--- src/rtl/gfx_cmd_pkg.sv ---
// Shared types for the SPI command controller: opcodes, FSM states and
// the payload width helper.
package gfx_cmd_pkg;

    typedef enum logic [7:0] {
        OP_NOP       = 8'h00,
        OP_WRITE     = 8'h01,
        OP_SET_SCORE = 8'h02,
        OP_SET_STATE = 8'h03,
        OP_CLEAR     = 8'h04,
        OP_SCORE_INC = 8'h05
    } opcode_t;

    typedef enum logic [2:0] {
        IDLE,
        OPCODE,
        PAYLOAD,
        EXEC,
        CLEAR,
        DRAIN
    } state_t;

    // Payload register width for a given payload byte count.
    function automatic int payload_w(input int bytes);
        return 8 * bytes;
    endfunction

endpackage

--- src/rtl/gfx_payload_asm.sv ---
// Payload assembler: big-endian byte shift register plus received-byte count.
import gfx_cmd_pkg::*;

module gfx_payload_asm #(
    parameter int PAYLOAD_BYTES = 2,
    parameter int PW            = payload_w(PAYLOAD_BYTES),
    parameter int CNT_W         = $clog2(PAYLOAD_BYTES + 1)
) (
    input  logic             clk,
    input  logic             reset,
    input  logic             clr,
    input  logic             shift,
    input  logic [7:0]       byte_in,
    output logic [CNT_W-1:0] count,
    output logic [PW-1:0]    payload
);

    // New bytes enter at the bottom so the first byte ends up most significant.
    always_ff @(posedge clk or posedge reset) begin
        if (reset) begin
            count   <= '0;
            payload <= '0;
        end else if (clr) begin
            count   <= '0;
            payload <= '0;
        end else if (shift) begin
            count   <= count + CNT_W'(1);
            payload <= PW'({payload, byte_in});
        end
    end

endmodule

--- src/rtl/gfx_cmd_ctrl.sv ---
// SPI command controller: parses opcode/payload frames and drives tile-memory
// writes, the score register and the game-state register.
// Optional feature macro: GFX_CLEAR_EN enables the 0x04 memory-clear sweep;
// without it 0x04 decodes as an unknown opcode and busy is tied low.
import gfx_cmd_pkg::*;

module gfx_cmd_ctrl #(
    parameter int ADDR_W        = 10,
    parameter int DATA_W        = 3,
    parameter int SCORE_W       = 10,
    parameter int STATE_W       = 16,
    parameter int PAYLOAD_BYTES = 2
) (
    input  logic               clk,
    input  logic               reset,
    input  logic               cs,
    input  logic               rx_valid,
    input  logic [7:0]         rx_byte,
    output logic               we,
    output logic [ADDR_W-1:0]  waddr,
    output logic [DATA_W-1:0]  wdata,
    output logic [SCORE_W-1:0] score,
    output logic [STATE_W-1:0] state,
    output logic               busy,
    output logic               frame_err
);

    localparam int PW    = payload_w(PAYLOAD_BYTES);
    localparam int CNT_W = $clog2(PAYLOAD_BYTES + 1);

    state_t           state_q, state_d;
    logic             cs_d;
    logic [7:0]       opc_q;
    logic             opc_ld;
    logic             asm_clr, asm_shift;
    logic [CNT_W-1:0] count;
    logic [PW-1:0]    payload;
    logic [PW-1:0]    payload_nx;
    logic             byte_ok;
    logic             fire;
    logic [7:0]       fire_op;
    logic             err;
    logic             busy_q;
    logic             sweep_last;
    logic             unused_bits;

    gfx_payload_asm #(
        .PAYLOAD_BYTES(PAYLOAD_BYTES),
        .PW           (PW),
        .CNT_W        (CNT_W)
    ) u_asm (
        .clk    (clk),
        .reset  (reset),
        .clr    (asm_clr),
        .shift  (asm_shift),
        .byte_in(rx_byte),
        .count  (count),
        .payload(payload)
    );

    // Payload including the byte arriving this cycle, so a completing byte
    // executes on the same edge it is accepted.
    assign payload_nx  = PW'({payload, rx_byte});
    assign unused_bits = ^payload_nx;

    // A byte counts while cs is high or has only just fallen this cycle.
    assign byte_ok = rx_valid & (cs | cs_d);

    assign busy = busy_q;

`ifdef GFX_CLEAR_EN
    assign sweep_last = busy_q && (waddr == {ADDR_W{1'b1}});
`else
    assign sweep_last = 1'b0;
    assign busy_q     = 1'b0;
`endif

    // FSM state, cs edge history and latched opcode.
    always_ff @(posedge clk or posedge reset) begin
        if (reset) begin
            state_q <= IDLE;
            cs_d    <= 1'b0;
            opc_q   <= 8'h00;
        end else begin
            state_q <= state_d;
            cs_d    <= cs;
            if (opc_ld)
                opc_q <= rx_byte;
        end
    end

    // Next state, frame decode and error detection.
    always_comb begin
        state_d   = state_q;
        err       = 1'b0;
        fire      = 1'b0;
        fire_op   = opc_q;
        asm_clr   = 1'b0;
        asm_shift = 1'b0;
        opc_ld    = 1'b0;
        case (state_q)
            IDLE: begin
                asm_clr = 1'b1;
                if (cs && !cs_d)
                    state_d = OPCODE;
            end
            OPCODE: begin
                if (byte_ok) begin
                    opc_ld = 1'b1;
                    case (rx_byte)
                        OP_NOP, OP_SCORE_INC
`ifdef GFX_CLEAR_EN
                        , OP_CLEAR
`endif
                        : begin
                            fire    = 1'b1;
                            fire_op = rx_byte;
                            state_d = EXEC;
                        end
                        OP_WRITE, OP_SET_SCORE, OP_SET_STATE:
                            state_d = PAYLOAD;
                        default: begin
                            err     = 1'b1;
                            state_d = DRAIN;
                        end
                    endcase
                end else if (!cs) begin
                    err     = 1'b1;
                    state_d = IDLE;
                end
            end
            PAYLOAD: begin
                if (byte_ok) begin
                    asm_shift = 1'b1;
                    if (count == CNT_W'(PAYLOAD_BYTES - 1)) begin
                        fire    = 1'b1;
                        state_d = EXEC;
                    end
                end else if (!cs) begin
                    err     = 1'b1;
                    state_d = IDLE;
                end
            end
            EXEC: begin
`ifdef GFX_CLEAR_EN
                state_d = (opc_q == OP_CLEAR) ? CLEAR : DRAIN;
`else
                state_d = DRAIN;
`endif
            end
            CLEAR: begin
                if (sweep_last)
                    state_d = DRAIN;
            end
            DRAIN: begin
                if (!cs)
                    state_d = IDLE;
            end
            default: state_d = IDLE;
        endcase
        // Bytes arriving while the sweep owns the memory port are dropped.
        if (busy_q && rx_valid)
            err = 1'b1;
    end

    // Execution registers: memory write port, score, game state, sweep.
    always_ff @(posedge clk or posedge reset) begin
        if (reset) begin
            we        <= 1'b0;
            waddr     <= '0;
            wdata     <= '0;
            score     <= '0;
            state     <= '0;
            frame_err <= 1'b0;
`ifdef GFX_CLEAR_EN
            busy_q    <= 1'b0;
`endif
        end else begin
            frame_err <= err;
            we        <= 1'b0;
`ifdef GFX_CLEAR_EN
            if (busy_q) begin
                if (sweep_last) begin
                    busy_q <= 1'b0;
                end else begin
                    we    <= 1'b1;
                    waddr <= waddr + ADDR_W'(1);
                end
            end
`endif
            if (fire) begin
                case (fire_op)
                    OP_WRITE: begin
                        we    <= 1'b1;
                        waddr <= payload_nx[ADDR_W+DATA_W-1:DATA_W];
                        wdata <= payload_nx[DATA_W-1:0];
                    end
                    OP_SET_SCORE: score <= payload_nx[SCORE_W-1:0];
                    OP_SET_STATE: state <= payload_nx[STATE_W-1:0];
                    OP_SCORE_INC: begin
                        if (score != {SCORE_W{1'b1}})
                            score <= score + SCORE_W'(1);
                    end
`ifdef GFX_CLEAR_EN
                    OP_CLEAR: begin
                        busy_q <= 1'b1;
                        we     <= 1'b1;
                        waddr  <= '0;
                        wdata  <= '0;
                    end
`endif
                    default: ;
                endcase
            end
        end
    end

endmodule
--- config.mk ---
export PLATFORM = sky130hd
export DESIGN_NAME = gfx_cmd_ctrl
export DESIGN_NICKNAME = d
export VERILOG_FILES = /design/src/rtl/gfx_cmd_pkg.sv /design/src/rtl/gfx_payload_asm.sv /design/src/rtl/gfx_cmd_ctrl.sv
export SDC_FILE = /design/constraint.sdc
export NUM_CORES = 1
export LEC_CHECK = 0
export ABC_AREA = 1
export CAP_MARGIN = 20
export CORE_UTILIZATION = 53
export DETAILED_ROUTE_END_ITERATION = 6
export PLACE_DENSITY = 0.92
export SKIP_LAST_GASP = 1
export SLEW_MARGIN = 40
export SYNTH_ARGS = -nofsm -noshare
export SYNTH_HDL_FRONTEND = slang
export SYNTH_SLANG_ARGS = --single-unit
--- constraint.sdc ---
create_clock -name clk -period 3.05 [get_ports clk]
set_input_delay 0.915 -clock clk [delete_from_list [all_inputs] [get_ports clk]]
set_output_delay 0.915 -clock clk [all_outputs]
set_load 0.005 [all_outputs]
* Word level (Yosys, flattened, before mapping) *
Index checks and enable logic that the tools add are counted.
Widths: inputs -> output; s select.

word-level totals
  bits in registers = 63
  input port bits = 12
  output and inout bits = 42
  logic and storage cells = 79

cells by class
  $add $sub $neg = 2
  equality and inequality tests = 18
  muxes and demuxes = 32
  bitwise logic cells = 3
  reduce and logical (&&, ||, !) cells = 13

operators by type and width
  operator               number
  $mux 8                 5
  $eq 8x2->1 const B     4
  $pmux 10 s2            1
  $pmux 3 s6             1
  $eq 8x1->1 const B     2
  $eq 8x3->1 const B     2
  $mux 3                 5
  $mux 1                 14
  $add 10x1->10 const B  1
  $mux 10                1
  $ne 10x10->1 const B   1
  $logic_not 8->1        1
  $eq 3x2->1 const B     2
  $eq 3x3->1 const B     2
  $pmux 3 s2             1
  $reduce_and 3->1       2
  $reduce_or 5->1        1
  $mux 2                 2
  $ne 2x2->1 const B     2
  $pmux 1 s2             2
  $reduce_and 2->1       2
  $reduce_bool 2->1      2
  $eq 3x1->1 const B     1
  $logic_not 3->1        1
  other kinds (10)       10

* Logic depth before layout (Yosys ltp) *
Gate-level depths: netlist (run 1).

  word-level depth = 8
  gate-level depth with buffers = 14
  mapped depth without buffers = 13

* By module *
Synthesis (run 1) repeated with hierarchy kept, for this count alone.

unflattened totals
  cell total of the unflattened synthesis = 418
  area total of the unflattened synthesis = 3369.5 sq um

modules (own cells, without submodules)
  module           times used  cells each  area an instance (sq um)  seq. area each (sq um)
  gfx_cmd_ctrl     1           337         2626.3                    1326.3
  gfx_payload_asm  1           81          743.2                     450.4

* Worst setup path before layout (run 1) *
No wires, ideal clock.

  path kind = input -> register
  from = in rx_byte[4]
  to = reg state[8]
  setup time = 120 ps
  data arrival time = 2281 ps
  data required time = 2930 ps
  path slack = 649 ps
  cell stages on the path = 10
  path buffers = 1
  path through = inv_2 -> nand2_1 -> nor2_4 -> nand3_4 -> a21oi_4 -> nor3b_2 -> nand3_2 -> buf_2 -> nand2_1 -> o21ai_2

on the way
  word-level cells in the longest chain between the ends = 7
  elaborated cells on any way between the ends = 11
  classes of those cells = 2 x eq/ne; 6 x mux; 3 x reduce/logical

ends and longest elaborated chain
  element                                        line                 source
  from (decl)                                    gfx_cmd_ctrl.sv:18   input logic [7:0] rx_byte,
  $eq 8x3->1 or $logic_not 8->1 (tied branches)  gfx_cmd_ctrl.sv:110  case (rx_byte)
  $reduce_or 2->1                                gfx_cmd_ctrl.sv:110
  $mux 8                                         gfx_cmd_ctrl.sv:110
  $mux 8                                         gfx_cmd_ctrl.sv:108  if (byte_ok) begin
  $mux 8                                         gfx_cmd_ctrl.sv:101  case (state_q)
  $eq 8x2->1                                     gfx_cmd_ctrl.sv:192  case (fire_op)
  $reduce_and 2->1 (no source line) *            n/a
  to (signal assigned)                           gfx_cmd_ctrl.sv:199  OP_SET_STATE: state <= payload_nx[STATE_W-1:0];
  to (decl)                                      gfx_cmd_ctrl.sv:23   output logic [STATE_W-1:0] state,

Every way passes the cells marked *; elsewhere a longest branch is shown, timed or not.
A chain may end at the register's enable or synchronous reset.

* Final worst setup path (run 1) *
  from = in cs
  to = reg score[9]

on the way
  word-level cells in the longest chain between the ends = 7
  elaborated cells on any way between the ends = 13
  classes of those cells = 3 x eq/ne; 6 x mux; 2 x bitwise; 2 x reduce/logical

ends and longest elaborated chain
  element                                                           line                 source
  from (decl)                                                       gfx_cmd_ctrl.sv:16   input logic cs,
  $or 1x1->1 *                                                      gfx_cmd_ctrl.sv:67   assign byte_ok = rx_valid & (cs | cs_d);
  $and 1x1->1 *                                                     gfx_cmd_ctrl.sv:67
  $mux 8                                                            gfx_cmd_ctrl.sv:108
  $mux 8                                                            gfx_cmd_ctrl.sv:101
  $eq 8x3->1 or $eq 8x2->1 (tied branches)                          gfx_cmd_ctrl.sv:192
  $ne 2x2->1 (no source line) or $reduce_bool 2->1 (tied branches)  n/a
  $reduce_and 3->1 (no source line)                                 n/a
  to (signal assigned)                                              gfx_cmd_ctrl.sv:198  OP_SET_SCORE: score <= payload_nx[SCORE_W-1:0];
  to (signal assigned)                                              gfx_cmd_ctrl.sv:202  score <= score + SCORE_W'(1);
  to (decl)                                                         gfx_cmd_ctrl.sv:22   output logic [SCORE_W-1:0] score,

Marks and branches as above.

==> impl_results.md, run 1 <==
* Layout cells sized above 1 at about a fifth
* PortBufs at 52
* Layout fillers at 404
* DP Area at 0.00373 sq mm
* Final instance area at 0.00391 sq mm
* Worst-path clk slew at 60 ps
* Hold Crit Class: reg2reg
* Drt first-iter violations at between 150 and 200
* Hold_buf cts at 0
* Top_reg_cell synth: dfrtp_1
* Reg2Reg Setup Slack at 870 ps
* FF+latch count, synth at 63
* CTS Buf Count at 9
* Largest net degree at the start of global routing at 39
* Fmax at between 300 and 400 MHz
* Final hold violation count at 0
* Sequential area share after synthesis at 51.1%
* Chip height at a little under 80 um
* First-pass GRT wire length at approximately 12000 um
* Critical Path AT at 2990 ps
* Ys async rst share at 100%
* Syn Inst Count at 335
* Clk root buf: clkbuf_8
* R2R Path Start: state_q[2]$_DFFE_PP0P_
* DR DRC count at 0
* Vias/cell at 5.46
* Critical path's largest stage delay at between 500 and 600 ps
* Worst Path Required at 3280 ps
* Min-delay src: state[12]$_DFFE_PP0P_
* Top cell type's share of synthesized area at 51.1%
* Top Family by Delay on Critical Path: simple AND/OR/NAND/NOR gates
* Largest area contributor in the netlist: dfrtp_1
* Clock tree from TritonCTS: built
* RSZ-0062 raised after global routing: false
* Syn_area_per_cell at 9.21 sq um
* Worst-margin pin slew at 596 ps
* Gr ovfl total at 0
* Initial antenna violation count at 0
* RePlAce Congestion at just under 0.9
* Pwr Density at 564 mW/mm^2
* LEAKAGE at 1.78 nW
* Crit-path cells: clkdlybuf4s50_1, o21ai_2, nor2_4, nand3_4, nand2_1, inv_1, nor2_4, nand2_4, nand2_4, nand3_4, nor2_2, nor2_1
* Hpwl dp at 5220 um
* Ant. Diodes at 0
* Effective utilization at floorplan at 55.4%
* Critical path peak fanout at 13
* Total Nets Final at 411
* Layout Skew at 9.17 ps
* Finished Layout Cells at 472
* Run status: finished clean
* Fin crit period at 2760 ps
* Final WL at approximately 7300 um
* # clock sinks at 63
* Commonest cells post-synth: nand2_1, dfrtp_1, inv_1
* Critical path's slowest cell: clkdlybuf4s50_1
* Mapped Nets at roughly 350
* Slew Viols, Final at 0
* Worst setup EP type: flop
* Row count at 27
* Area grow syn2layout at 26.6%
* WHS Path Cells at 2
* Period utilization at 90.6%
* Setup Buffers After CTS at 0
* Slew headroom at roughly 60%
* Vias at 2579
* Total power draw at 0.00220 W
* Routed Antenna Nets at 0
* Post-synth EDFFs at 0
* Synth top area cells: dfrtp_1, nand2_1, o21ai_2, o21ai_1, inv_1
* CP startpoint kind: primary input
* Worst-case clock buffer depth at 2
* WL/cell at 15.4 um
* Cell Area, Synth at 0.00309 sq mm
* Hold endpoint: state[12]$_DFFE_PP0P_
* Die X at 78.3 um
* Drt first pass iters at 4
* Top-Level Pins at 54
* Count leader, synth: nand2_1
* Crit path kind: in2reg
* Maxcap violations at 0
* Placed cell count at 458
* R2r worst-path depth at 12
* Peak supply drop at 0.575 mV
* Worst flop-to-flop path endpoint: score[9]$_DFFE_PP0P_
* Worst skew pair latency at 340 ps
* Vias in the first global route at 2646
* # resized after CTS at 0
* Netlist cell types at 33
* H-tree depth at 3
* Ys Warns at 0
* Full die area at 0.00613 sq mm
* Final setup viols at 0
* Core area at 0.00557 sq mm
* Bufs and invs on worst path at 2
* GRT Total Usage at 26.3%
-- power by group --
group / switching [W] / internal, W / total [W]
Clock: 0.000299 / 0.000392 / 0.000691
Sequential: 0.0000731 / 0.000929 / 0.00100
Combinational: 0.000320 / 0.000190 / 0.000510
-- cells in the final DEF, fill, tap and decap left out, types with 9 or more instances in the layout --
master	n
clkbuf_8	10
clkdlybuf4s50_1	52
dfrtp_1	63
inv_1	26
inv_2	10
nand2_1	87
nor2_1	16
o21ai_0	11
o21ai_1	21
o21ai_2	26
o22ai_1	9
-- how the worst max path moves through the flow --
| stage | start | endpoint | slack [ps] | depth (start not counted) |
|---|---|---|---|---|
| floorplan | reset | cs_d$_DFF_PP0_ | 570 | 1 |
| global placement | cs | score[9]$_DFFE_PP0P_ | 70 | 12 |
| detailed placement | cs | score[9]$_DFFE_PP0P_ | -20 | 12 |
| CTS | cs | state[2]$_DFFE_PP0P_ | 290 | 11 |
| global route | cs | score[6]$_DFFE_PP0P_ | 130 | 12 |
| finish | cs | score[9]$_DFFE_PP0P_ | 290 | 12 |
-- area by class of cell --
cell class | instances | area, sq um | share of cell area [%]
timing repair buffer | 62 | 646 | 16.5
sequential | 63 | 1580 | 40.4
clock buffer | 13 | 149 | 3.81
multi-input combinational | 225 | 1280 | 32.7
inverter | 36 | 135 | 3.46
tap | 72 | 90.1 | 2.31
clock inverter | 1 | 30.0 | 0.769
-- through the flow --
stage                     setup WS [ps]  hold slack (ps)  util [%]  setup TNS [ps]
after floorplan                     565              450         -               0
after global placement             65.1              461      66.8               0
after detailed placement          -18.6              479      66.8           -73.4
after CTS                           294              493      70.1               0
after global routing                135              513      70.1               0
final                               288              485      70.1               0
-- registers in the layout (all words and copies together) (netlist names), 2 cells and up --
name,count
u_asm.count,2
u_asm.payload,8
state,16
state_q,3
wdata,3
waddr,10
score,10
opc_q,8
-- worst reg2reg max path: stages, from the launching register on --
cell	delay, ps
dfrtp_1	430
inv_2	90
nand3_2	110
nor2_4	270
nand3_4	150
nand2_1	120
inv_1	100
nor2_4	200
nand2_4	100
nand2_4	90
nand3_4	180
nor2_2	150
nor2_1	60
-- layer usage --
layer	wire [um]	global-route usage, %	part of all wire (%)	vias to the layer above
li1	-	-	-	1214
met1	2910	31.5	40	1255
met2	3810	44.8	52	90
met3	338	4.88	4.6	20
met4	224	14.3	3.1	0
met5	0	0	0	-
-- logic make-up after synthesis --
logic type / Yosys count / synth area share (%)
xor+xnor: 7 / 1.99
buf+inv: 47 / 7.46
fa+ha+maj: 2 / 0.811
other cells: 1 / 0.122
flops: 63 / 51.1
simple gates: 140 / 22.1
compound gates: 75 / 16.5
Power figures use the tool's default switching activity.
==> run 2: changes to the inputs <==
--- a/config.mk
+++ b/config.mk
@@ -5,11 +5,10 @@
 export SDC_FILE = /design/constraint.sdc
 export NUM_CORES = 1
 export LEC_CHECK = 0
-export ABC_AREA = 1
 export CAP_MARGIN = 20
-export CORE_UTILIZATION = 53
+export CORE_UTILIZATION = 52
 export DETAILED_ROUTE_END_ITERATION = 6
-export PLACE_DENSITY = 0.92
+export PLACE_DENSITY = 0.91
 export SKIP_LAST_GASP = 1
 export SLEW_MARGIN = 40
 export SYNTH_ARGS = -nofsm -noshare
==> run 2 against run 1 <==
Sequential share of layout area fell by 0.41 points. Cell count fell by 8.7%. Core utilization rose by 1.6 points. Register-to-register slack got worse by 460 ps. Synthesized cell count fell by 17%. Setup slack got worse by 230 ps. Hold slack improved by 19 ps. Fmax fell by 7.8%. Wire length rose by 5.9%.
==> impl_results.md, run 2 <==
* Total power draw at 0.00200 W (was 0.00220 W)
* Critical path's largest stage delay at 550 ps (was 530 ps)
* CTS Buf Count at 9 (unchanged)
* Top routing layer used: met4 (unchanged)
* Top-Level Pins at 54 (unchanged)
* Critical path peak fanout at 3 (was 13)
* Max FFs per register at 16 (unchanged)
* Largest area contributor in the netlist: dfrtp_1 (unchanged)
* Run status: finished clean (unchanged)
* Hold_buf cts at 0 (unchanged)
* Row count at 27 (unchanged)
* Maxcap violations at 0 (unchanged)
* Final hold violation count at 0 (unchanged)
* Hold Crit Class: reg2reg (unchanged)
* Sequential area share after synthesis at 52.8% (was 51.1%)
* Count leader, synth: dfrtp_1 (was nand2_1)
* Layout cells sized above 1 at 23.7% (was 20.3%)
* Area grow syn2layout at 32.1% (was 26.6%)
* Routed Antenna Nets at 0 (unchanged)
* Worst skew pair latency at 350 ps (was 340 ps)
* WL/cell at 17.9 um (was 15.4 um)
* Chip height at 77.8 um (was 78.3 um)
* Layout Skew at 9.31 ps (was 9.17 ps)
* Syn Inst Count at 277 (was 335)
* Drt first-iter violations at 193 (was 186)
* Finished Layout Cells at 431 (was 472)
* Post-synth EDFFs at 0 (unchanged)
* Vias at 2585 (was 2579)
* Fin crit period at 3000 ps (was 2760 ps)
* Period utilization at 98.2% (was 90.6%)
* Syn_area_per_cell at 10.8 sq um (was 9.21 sq um)
* Worst-case clock buffer depth at 2 (unchanged)
* Critical path's slowest cell: or4_4 (was clkdlybuf4s50_1)
* FF+latch count, synth at 63 (unchanged)
* Core area at 0.00551 sq mm (was 0.00557 sq mm)
* Ys async rst share at 100% (unchanged)
* Final setup viols at 0 (unchanged)
* Commonest non-fill, non-tap cell in the layout: dfrtp_1 (was nand2_1)
* Fmax at 334 MHz (was 362 MHz)
* Initial antenna violation count at 0 (unchanged)
* PortBufs at 52 (unchanged)
* Cell Area, Synth at 0.00299 sq mm (was 0.00309 sq mm)
* Ys Warns at 0 (unchanged)
* Top cell type's share of synthesized area at 52.8% (was 51.1%)
* Slew Viols, Final at 0 (unchanged)
* Gr ovfl total at 0 (unchanged)
* RePlAce Congestion at 0.905 (was 0.890)
* Vias in the first global route at 2627 (was 2646)
* Crit path kind: in2reg (unchanged)
* GRT Total Usage at 27.7% (was 26.3%)
* Clk root buf: clkbuf_8 (unchanged)
* Peak supply drop at 0.339 mV (was 0.575 mV)
* Synth top area cells: dfrtp_1, mux2_2, nand2_1, nor2_1, a22o_1 (was dfrtp_1, nand2_1, o21ai_2, o21ai_1, inv_1)
* LEAKAGE at 1.82 nW (was 1.78 nW)
* Met2 wire len at 3720 um (was 3810 um)
* Critical Path AT at 3220 ps (was 2990 ps)
* Most flop-heavy register: state (unchanged)
* Ant. Diodes at 0 (unchanged)
* Pwr Density at 506 mW/mm^2 (was 564 mW/mm^2)
* Commonest cells post-synth: dfrtp_1, nand2_1, mux2_2 (was nand2_1, dfrtp_1, inv_1)
* Effective utilization at floorplan at 54.2% (was 55.4%)
* First-pass GRT wire length at 12800 um (was 12300 um)
* Leading cell types in the layout, fill and taps excluded: dfrtp_1, clkdlybuf4s50_1, nand2_1 (was nand2_1, dfrtp_1, clkdlybuf4s50_1)
* Drt first pass iters at 4 (unchanged)
* Final setup TNS at 0 ps (unchanged)
* Biggest regs: state x16, score x10, waddr x10 (unchanged)
* # clock sinks at 63 (unchanged)
* Hpwl dp at 5430 um (was 5220 um)
* Top Family by Delay on Critical Path: simple AND/OR/NAND/NOR gates (unchanged)
* Worst-path clk slew at 70 ps (was 60 ps)
* Largest net degree at the start of global routing at 44 (was 39)
* Post-layout util at 71.6% (was 70.1%)
* DR DRC count at 0 (unchanged)
* Worst Path Required at 3280 ps (about the same)
* Die X at 77.8 um (was 78.3 um)
* H-tree depth at 3 (unchanged)
* Placed cell count at 416 (was 458)
* Bufs and invs on worst path at 1 (was 2)
* Top_reg_cell synth: dfrtp_1 (unchanged)
* Mapped Nets at 291 (was 349)
* RSZ-0062 raised after global routing: false (unchanged)
* Clock tree from TritonCTS: built (unchanged)
* Worst setup EP type: flop (unchanged)
* Vias/cell at 6.00 (was 5.46)
* Total Nets Final at 370 (was 411)
* Final WL at 7710 um (was 7290 um)
* Netlist cell types at 49 (was 33)
* Full die area at 0.00605 sq mm (was 0.00613 sq mm)
* Met1 wire length at 3360 um (was 2910 um)
* Hold WS at 504 ps (was 485 ps)
* Crit-path cells: dlygate4sd2_1, or4_4, or4_4, o21a_4, or2_4, mux2_4, mux2_4 (was clkdlybuf4s50_1, o21ai_2, nor2_4, nand3_4, nand2_1, inv_1, nor2_4, nand2_4, nand2_4, nand3_4, nor2_2, nor2_1)
* Routed wl met3 at 448 um (was 338 um)
* CP startpoint kind: primary input (unchanged)
## run 2: per-layer routing
metal	global-route usage, %	vias up
met1	36.7	1296
met4	13.2	0
met3	7.29	20
met5	0	-
met2	42.3	94
li1	-	1175
## run 2: path summary, 6_finish.rpt
| check | depth (start not counted) | to | slack, ps | start |
|---|---|---|---|---|
| max in group asynchronous | 3 | waddr[5]$_DFFE_PP0P_ | 1570 | reset |
| min in group asynchronous | 2 | state[14]$_DFFE_PP0P_ | 900 | reset |
| max reg2reg | 6 | score[1]$_DFFE_PP0P_ | 410 | state_q[0]$_DFFE_PP0P_ |
| max | 7 | score[1]$_DFFE_PP0P_ | 50 | rx_byte[6] |
| min | 1 | state[14]$_DFFE_PP0P_ | 500 | state[14]$_DFFE_PP0P_ |
| min reg2reg | 1 | state[14]$_DFFE_PP0P_ | 500 | state[14]$_DFFE_PP0P_ |
## run 2: logic make-up after synthesis
logic type	Yosys count	share of synthesized area (%)
flip-flops	63	52.8
XOR/XNOR	1	0.293
AND/OR/NAND/NOR	103	17.0
multiplexers	33	12.6
adder cells (fa/ha/maj)	2	0.838
other	1	0.126
buffers and inverters	17	2.68
AO/OA/AOI/OAI	57	13.6
## run 2: final cells by class
class | instances | area (sq um)
clock buffers | 11 | 151
multi-input cells | 197 | 1350
well taps | 72 | 90.1
flip-flops and latches | 63 | 1580
clock inverters | 3 | 20.0
fillers | 384 | 1560
inverters | 5 | 18.8
repair buffers | 80 | 738
## run 2: repair_timing
item,4_1_cts,5_1_grt
setup buffers,1,0
resized for setup,5,1
pin swaps,2,1
endpoints found under the setup margin,10,5
## run 2: power breakdown
group          total (W)  leakage (nW)  switching (W)  internal, W
Sequential      0.000998         0.863      0.0000871     0.000911
Combinational   0.000349         0.874       0.000205     0.000144
Clock           0.000648        0.0833       0.000320     0.000328
## run 2: per-stage QoR
stage          setup WS (ps)  instance area [sq um]
6_report                54.6                   3950
5_1_grt                 24.8                   3950
4_1_cts                 19.6                   3940
3_5_place_dp            -526                   3760
3_3_place_gp            -473                   3760
2_1_floorplan          -5.73                   2990
==> run 3: changes to the inputs <==
--- a/config.mk
+++ b/config.mk
@@ -6,9 +6,10 @@
 export NUM_CORES = 1
 export LEC_CHECK = 0
 export CAP_MARGIN = 20
-export CORE_UTILIZATION = 52
+export CORE_UTILIZATION = 54
+export CTS_BUF_LIST = sky130_fd_sc_hd__clkbuf_8
 export DETAILED_ROUTE_END_ITERATION = 6
-export PLACE_DENSITY = 0.91
+export PLACE_DENSITY = 0.94
 export SKIP_LAST_GASP = 1
 export SLEW_MARGIN = 40
 export SYNTH_ARGS = -nofsm -noshare
==> constraint.sdc (replaced) <==
create_clock -name clk -period 3.2 [get_ports clk]
set_input_delay 0.96 -clock clk [delete_from_list [all_inputs] [get_ports clk]]
set_output_delay 0.96 -clock clk [all_outputs]
set_load 0.005 [all_outputs]
==> run 3 against run 2 <==
Flip-flop and latch count unchanged. Critical path depth unchanged. Wire length up 16%. Sequential share of layout area down 0.14 points. Combinational power down 5%. Largest cell class unchanged.
==> impl_results.md, run 3 (same netlist as run 2, synthesis figures left out) <==
* Top Family by Delay on Critical Path: simple AND/OR/NAND/NOR gates (unchanged)
* Total power draw at 0.00203 W (was 0.00200 W)
* # clock sinks at 63 (unchanged)
* Final hold violation count at 0 (unchanged)
* Worst skew pair latency at 350 ps (about the same)
* Gr ovfl total at 0 (unchanged)
* Critical path peak fanout at 3 (unchanged)
* Clock tree from TritonCTS: built (unchanged)
* Drt first-iter violations at 295 (was 193)
* Period utilization at 99.5%
* Worst-path clk slew at 80 ps (was 70 ps)
* WL/cell at 20.8 um (was 17.9 um)
* Hold_buf cts at 0 (unchanged)
* Fmax at 314 MHz
* Setup Buffers After CTS at 0 (was 1)
* Placed cell count at 412 (was 416)
* Critical path's largest stage delay at 520 ps (was 550 ps)
* Drt first pass iters at 5 (was 4)
* Commonest non-fill, non-tap cell in the layout: dfrtp_1 (unchanged)
* LEAKAGE at 1.82 nW (about the same)
* Biggest regs: state x16, score x10, waddr x10 (unchanged)
* Worst-margin pin slew at 567 ps
* CTS Buf Count at 9 (unchanged)
* Worst-case clock buffer depth at 2 (unchanged)
* Layout Skew at 7.54 ps (was 9.31 ps)
* Critical Path AT at 3430 ps (was 3220 ps)
* Core area at 0.00520 sq mm (was 0.00551 sq mm)
* Slew headroom at roughly 62%
* Max FFs per register at 16 (unchanged)
* CP startpoint kind: primary input (unchanged)
* Final WL at 8910 um (was 7710 um)
* Hold WS at 490 ps (was 504 ps)
* Effective utilization at floorplan at 57.4% (was 54.2%)
* Area grow syn2layout at 32.6% (was 32.1%)
* Final setup viols at 0 (unchanged)
* Hpwl dp at 5690 um (was 5430 um)
* Full die area at 0.00583 sq mm (was 0.00605 sq mm)
* Leading cell types in the layout, fill and taps excluded: dfrtp_1, clkdlybuf4s50_1, nand2_1 (unchanged)
* Vias at 2727 (was 2585)
* Crit-path cells: clkdlybuf4s50_1, or4_4, or4_4, o21a_4, or2_4, mux2_4, mux2_4 (was dlygate4sd2_1, or4_4, or4_4, o21a_4, or2_4, mux2_4, mux2_4)
* Bufs and invs on worst path at 1 (unchanged)
* Top-Level Pins at 54 (unchanged)
* Worst setup EP type: flop (unchanged)
* Routed Antenna Nets at 0 (unchanged)
* Row count at 26 (was 27)
* Peak supply drop at 0.441 mV (was 0.339 mV)
* Run status: finished clean (unchanged)
* Chip height at 76.4 um (was 77.8 um)
* GRT Total Usage at 32.3% (was 27.7%)
* Largest net degree at the start of global routing at 27 (was 44)
* Most flop-heavy register: state (unchanged)
* Crit path kind: in2reg (unchanged)
* Hold Crit Class: reg2reg (unchanged)
* First-pass GRT wire length at 14000 um (was 12800 um)
* Die X at 76.4 um (was 77.8 um)
* Critical path's slowest cell: or4_4 (unchanged)
* Slew Viols, Final at 0 (unchanged)
* Layout cells sized above 1 at 24.0% (was 23.7%)
* Ant. Diodes at 0 (unchanged)
* Pwr Density at 514 mW/mm^2 (was 506 mW/mm^2)
* Vias in the first global route at 2747 (was 2627)
* Worst Path Required at 3450 ps (was 3280 ps)
* Maxcap violations at 0 (unchanged)
* H-tree depth at 3 (unchanged)
* Vias/cell at 6.37 (was 6.00)
* RSZ-0062 raised after global routing: false (unchanged)
* Total Nets Final at 367 (was 370)
* RePlAce Congestion at 0.932 (was 0.905)
* Fin crit period at around 3200 ps
* Finished Layout Cells at 428 (was 431)
* PortBufs at 52 (unchanged)
* Clk root buf: clkbuf_8 (unchanged)
* Initial antenna violation count at 0 (unchanged)
* DR DRC count at 0 (unchanged)
run 3: cell type report:
| class | count | area (sq um) |
|---|---|---|
| Sequential cell | 63 | 1580 |
| Multi-Input combinational cell | 197 | 1360 |
| Fill cell | 317 | 1250 |
| Timing Repair Buffer | 77 | 712 |
| Clock buffer | 10 | 138 |
| Tap cell | 70 | 87.6 |
| Clock inverter | 6 | 68.8 |
| Inverter | 5 | 18.8 |
run 3: per-stage QoR:
step / area (sq um) / setup WS (ps) / setup TNS (ps) / utilization [%]
floorplan: 2990 / 76.7 / 0 / -
global placement: 3730 / -342 / -3060 / 71.6
detailed placement: 3730 / -460 / -3840 / 71.6
CTS: 3940 / 11.2 / 0 / 75.6
global route: 3960 / 0.0175 / 0 / 76.1
finish: 3960 / 17.0 / 0 / 76.1
run 3: worst min-delay path, stage by stage (launching register included):
cell and delay, ps:
dfrtp_1 350, nand2_1 50, o21ai_0 60
run 3: report_power, final:
part	leakage, nW	internal (W)	switching (W)
combinational	0.869	0.000131	0.000202
clock	0.0912	0.000383	0.000346
sequential	0.863	0.000867	0.000106
run 3: path summary, 6_finish.rpt:
check | start | end | cells after the start | slack [ps]
max | rx_byte[7] | score[1]$_DFFE_PP0P_ | 7 | 20
min | u_asm.count[1]$_DFFE_PP0P_ | u_asm.count[1]$_DFFE_PP0P_ | 2 | 490
max reg2reg | state_q[2]$_DFFE_PP0P_ | score[1]$_DFFE_PP0P_ | 6 | 630
min reg2reg | u_asm.count[1]$_DFFE_PP0P_ | u_asm.count[1]$_DFFE_PP0P_ | 2 | 490
max in group asynchronous | reset | waddr[6]$_DFFE_PP0P_ | 3 | 1550
min in group asynchronous | reset | state[10]$_DFFE_PP0P_ | 2 | 960
run 3: layer usage:
layer / global-route usage [%] / share of wire, % / up-vias
li1: - / - / 1165
met1: 37.3 / 38 / 1346
met2: 50.9 / 48 / 174
met3: 12.0 / 9.8 / 42
met4: 20.2 / 4.9 / 0
met5: 0 / 0 / -
run 3: repair_timing:
item,in CTS,in global routing
cloned,0,0
gates resized for setup,3,5
pin swaps,0,1
endpoints found under the setup margin,10,10
==> patch (flow settings as in run 3) <==
Put one more register stage on the output `state`, cleared by the reset. The value now appears one clock later. The other outputs are not delayed to match.
--- a/src/rtl/gfx_cmd_ctrl.sv
+++ b/src/rtl/gfx_cmd_ctrl.sv
@@ -28,6 +28,8 @@
     localparam int PW    = payload_w(PAYLOAD_BYTES);
     localparam int CNT_W = $clog2(PAYLOAD_BYTES + 1);
 
+    logic [STATE_W-1:0] state_s0;
+
     state_t           state_q, state_d;
     logic             cs_d;
     logic [7:0]       opc_q;
@@ -170,7 +172,7 @@
             waddr     <= '0;
             wdata     <= '0;
             score     <= '0;
-            state     <= '0;
+            state_s0  <= '0;
             frame_err <= 1'b0;
 `ifdef GFX_CLEAR_EN
             busy_q    <= 1'b0;
@@ -196,7 +198,7 @@
                         wdata <= payload_nx[DATA_W-1:0];
                     end
                     OP_SET_SCORE: score <= payload_nx[SCORE_W-1:0];
-                    OP_SET_STATE: state <= payload_nx[STATE_W-1:0];
+                    OP_SET_STATE: state_s0 <= payload_nx[STATE_W-1:0];
                     OP_SCORE_INC: begin
                         if (score != {SCORE_W{1'b1}})
                             score <= score + SCORE_W'(1);
@@ -215,4 +217,12 @@
         end
     end
 
+    always_ff @(posedge clk or posedge reset) begin
+        if (reset) begin
+            state <= '0;
+        end else begin
+            state <= state_s0;
+        end
+    end
+
 endmodule
Function: changed (a bounded check fails within 10 cycles, from zero or initial values and one cycle with reset high).
==> patch against run 3 <==
Cell area grew 14%. Synthesized area grew 17%. Hold slack lost 0.10 ns. Sequential cell count grew 16. Routed wire length shrank 6.7%. Power grew 17%. Count of clock-buffer cells in the layout shrank 1. Critical endpoint is now score[2]. Largest power group unchanged. Global-route usage shrank 5.4 points. Setup slack gained 0.25 ns. First-iteration DRC count shrank 18%. Critical path type unchanged.
==> patch: results (changes against run 3) <==
status=finished, final reports clean; number of stages on the worst hold path=0 (-2); First-pass DRT Iterations=5 (unchanged); most frequently used flop master after synthesis=sky130_fd_sc_hd__dfrtp_1; Worst slew margin=56.6% (-5.1 points); Gates resized, CTS repair=0 (-3); clock buffer depth=2 (unchanged); clock transition at the registers of the reported paths=0.08 ns (about the same); CP top delay family=simple AND/OR/NAND/NOR gates; endpoint of the worst hold-timing path=state[14]; synthesized-area fraction occupied by xor and xnor cells=0.250% (-0.044 points); number of nets in the synthesized netlist=307 (+5.5%); clock latency reported for the late side of the worst-skew pair=0.36 ns; clock root buffer=sky130_fd_sc_hd__clkbuf_8; 1st-iter DRT viols=241 (-18%); synth unique cells=58 (+18%); biggest area contributors in the synthesized netlist=sky130_fd_sc_hd__dfrtp_1 (56%), sky130_fd_sc_hd__mux2_2 (7.1%), sky130_fd_sc_hd__nand2_1 (4.4%); drt total wl=8310 um (-6.7%); fraction of final layout cells sized beyond drive strength 1=24.1% (+0.052 points); crit-path max FO=5 (+2); Hold Slack=0.385 ns (-0.104 ns); mux share of post-synthesis cell area=12.5% (-0.12 points); Worst Min Path Start=state_s0[14]; reg2reg setup slack=0.78 ns (+0.15 ns); vias after detailed routing=2697 (-1.1%); arrival time at the worst endpoint=3.19 ns (-0.24 ns); Compound-Gate Fraction of Synth Area=11.6% (-2.0 points); leading registers by flop count=state (16), state_s0 (16); htree depth=3 (unchanged); worst r2r src=score[0]; share of synthesized cell area in full adder, half adder and majority cells=0.714% (-0.12 points); pre-CTS setup slack=-0.0771 ns (+0.383 ns); worst vdd ir=0.000468 V (+5.9%); Detail Placement HPWL=5750 um (+1.2%); port bufs=52 (unchanged); global-route wire length before repair=12900 um (-7.9%); most common library cells after synthesis=sky130_fd_sc_hd__dfrtp_1 (79), sky130_fd_sc_hd__nand2_1 (41), sky130_fd_sc_hd__mux2_2 (22); Num CTS Buffers=9 (unchanged); Fin Clk Skew=0.0107 ns (+0.00312 ns); fmax=340 MHz (+8.3%); delay of the slowest cell on the worst path=0.46 ns (-0.06 ns); overall fraction of global-route tracks in use=26.9% (-5.4 points); Lkg Pwr=2.05 nW (+12%); slowest stage cell, crit path=sky130_fd_sc_hd__clkdlybuf4s50_1; total inserted antenna cells=0 (unchanged); class of the tightest hold or removal check=reg -> reg; depth of the worst register-to-register path=8 (+2); Reg-to-Reg End=score[2]; via count of the first global-routing pass=2536 (-7.7%); synth warn=0 (unchanged); Net count, final=387 (+5.4%); asr flop ratio synth=100% (unchanged); number of antenna violations at the first check in global routing=0 (unchanged); maximum number of pins on one net before global-route repair=32 (+19%); proportion of synthesized chip area in sequential cells=56.4% (+3.6 points); placer's final routability congestion estimate=0.896 (-3.9%); Setup Fix Bufs, Post-CTS=0 (unchanged)
-- patch: cell types whose count changed in the layout (fill, tap and decap cells not counted), sizes merged, moves of 4 or more --
| cell | run 3 | this run |
|---|---|---|
| and4 | 4 | 0 |
| or3 | 0 | 5 |
| nor2 | 22 | 16 |
| dfrtp | 63 | 79 |
-- patch: cell type report --
class	instances	area, um^2
clock inverter	7	96.3
clock buffer	9	124
tap	75	93.8
inverter	6	22.5
timing repair buffer	80	768
fill	392	1570
multi-input combinational	197	1440
sequential	79	1980
-- patch: worst max-delay path by stage --
stage | start | endpoint | cells after the start
after floorplan | reset | cs_d | 1
after global placement | rx_byte[4] | score[1] | 8
after detailed placement | rx_byte[4] | score[2] | 9
after CTS | rx_byte[4] | score[2] | 9
after global routing | rx_byte[4] | score[2] | 9
final | rx_byte[4] | score[2] | 9
-- patch: cells by family (layout without fill, tap and decap cells) --
| group | after synthesis | in the layout |
|---|---|---|
| AO/OA/AOI/OAI | 56 | 56 |
| XOR/XNOR | 1 | 1 |
| adder cells (fa/ha/maj) | 2 | 2 |
| buffers and inverters | 17 | 102 |
| flip-flops | 79 | 79 |
| multiplexers | 36 | 36 |
| other | 1 | 1 |
| AND/OR/NAND/NOR | 101 | 101 |
-- patch: metal layers --
layer | track usage (%) | vias to the layer above | wire, um
met5 | 0 | - | 0
met4 | 12.6 | 0 | 180
met3 | 4.73 | 16 | 530
met2 | 42.7 | 132 | 4050
met1 | 36.0 | 1327 | 3560
li1 | - | 1222 | -
-- patch: power breakdown --
part | switching [W] | total [W] | internal (W) | leakage, nW
clock | 0.000381 | 0.000823 | 0.000442 | 0.108
sequential | 0.000112 | 0.00118 | 0.00107 | 1.08
combinational | 0.000214 | 0.000377 | 0.000163 | 0.861
total | 0.000707 | 0.00238 | 0.00167 | 2.05
-- patch: worst register-to-register path: stages, from the launching register on --
cell                       delay (ns)
sky130_fd_sc_hd__dfrtp_1         0.43
sky130_fd_sc_hd__ha_1            0.22
sky130_fd_sc_hd__nand4_1         0.17
sky130_fd_sc_hd__nor3_1          0.52
sky130_fd_sc_hd__a211oi_2        0.12
sky130_fd_sc_hd__nor2_2          0.30
sky130_fd_sc_hd__a21oi_2         0.11
sky130_fd_sc_hd__buf_4           0.16
sky130_fd_sc_hd__a221oi_1        0.28
-- patch: per-stage QoR --
| stage | std cells | instance area (um^2) |
|---|---|---|
| after floorplan | 293 | 3510 |
| after detailed placement | 437 | 4300 |
| after CTS | 453 | 4520 |
| final | 453 | 4520 |
| after global placement | 437 | 4300 |
| after global routing | 453 | 4520 |
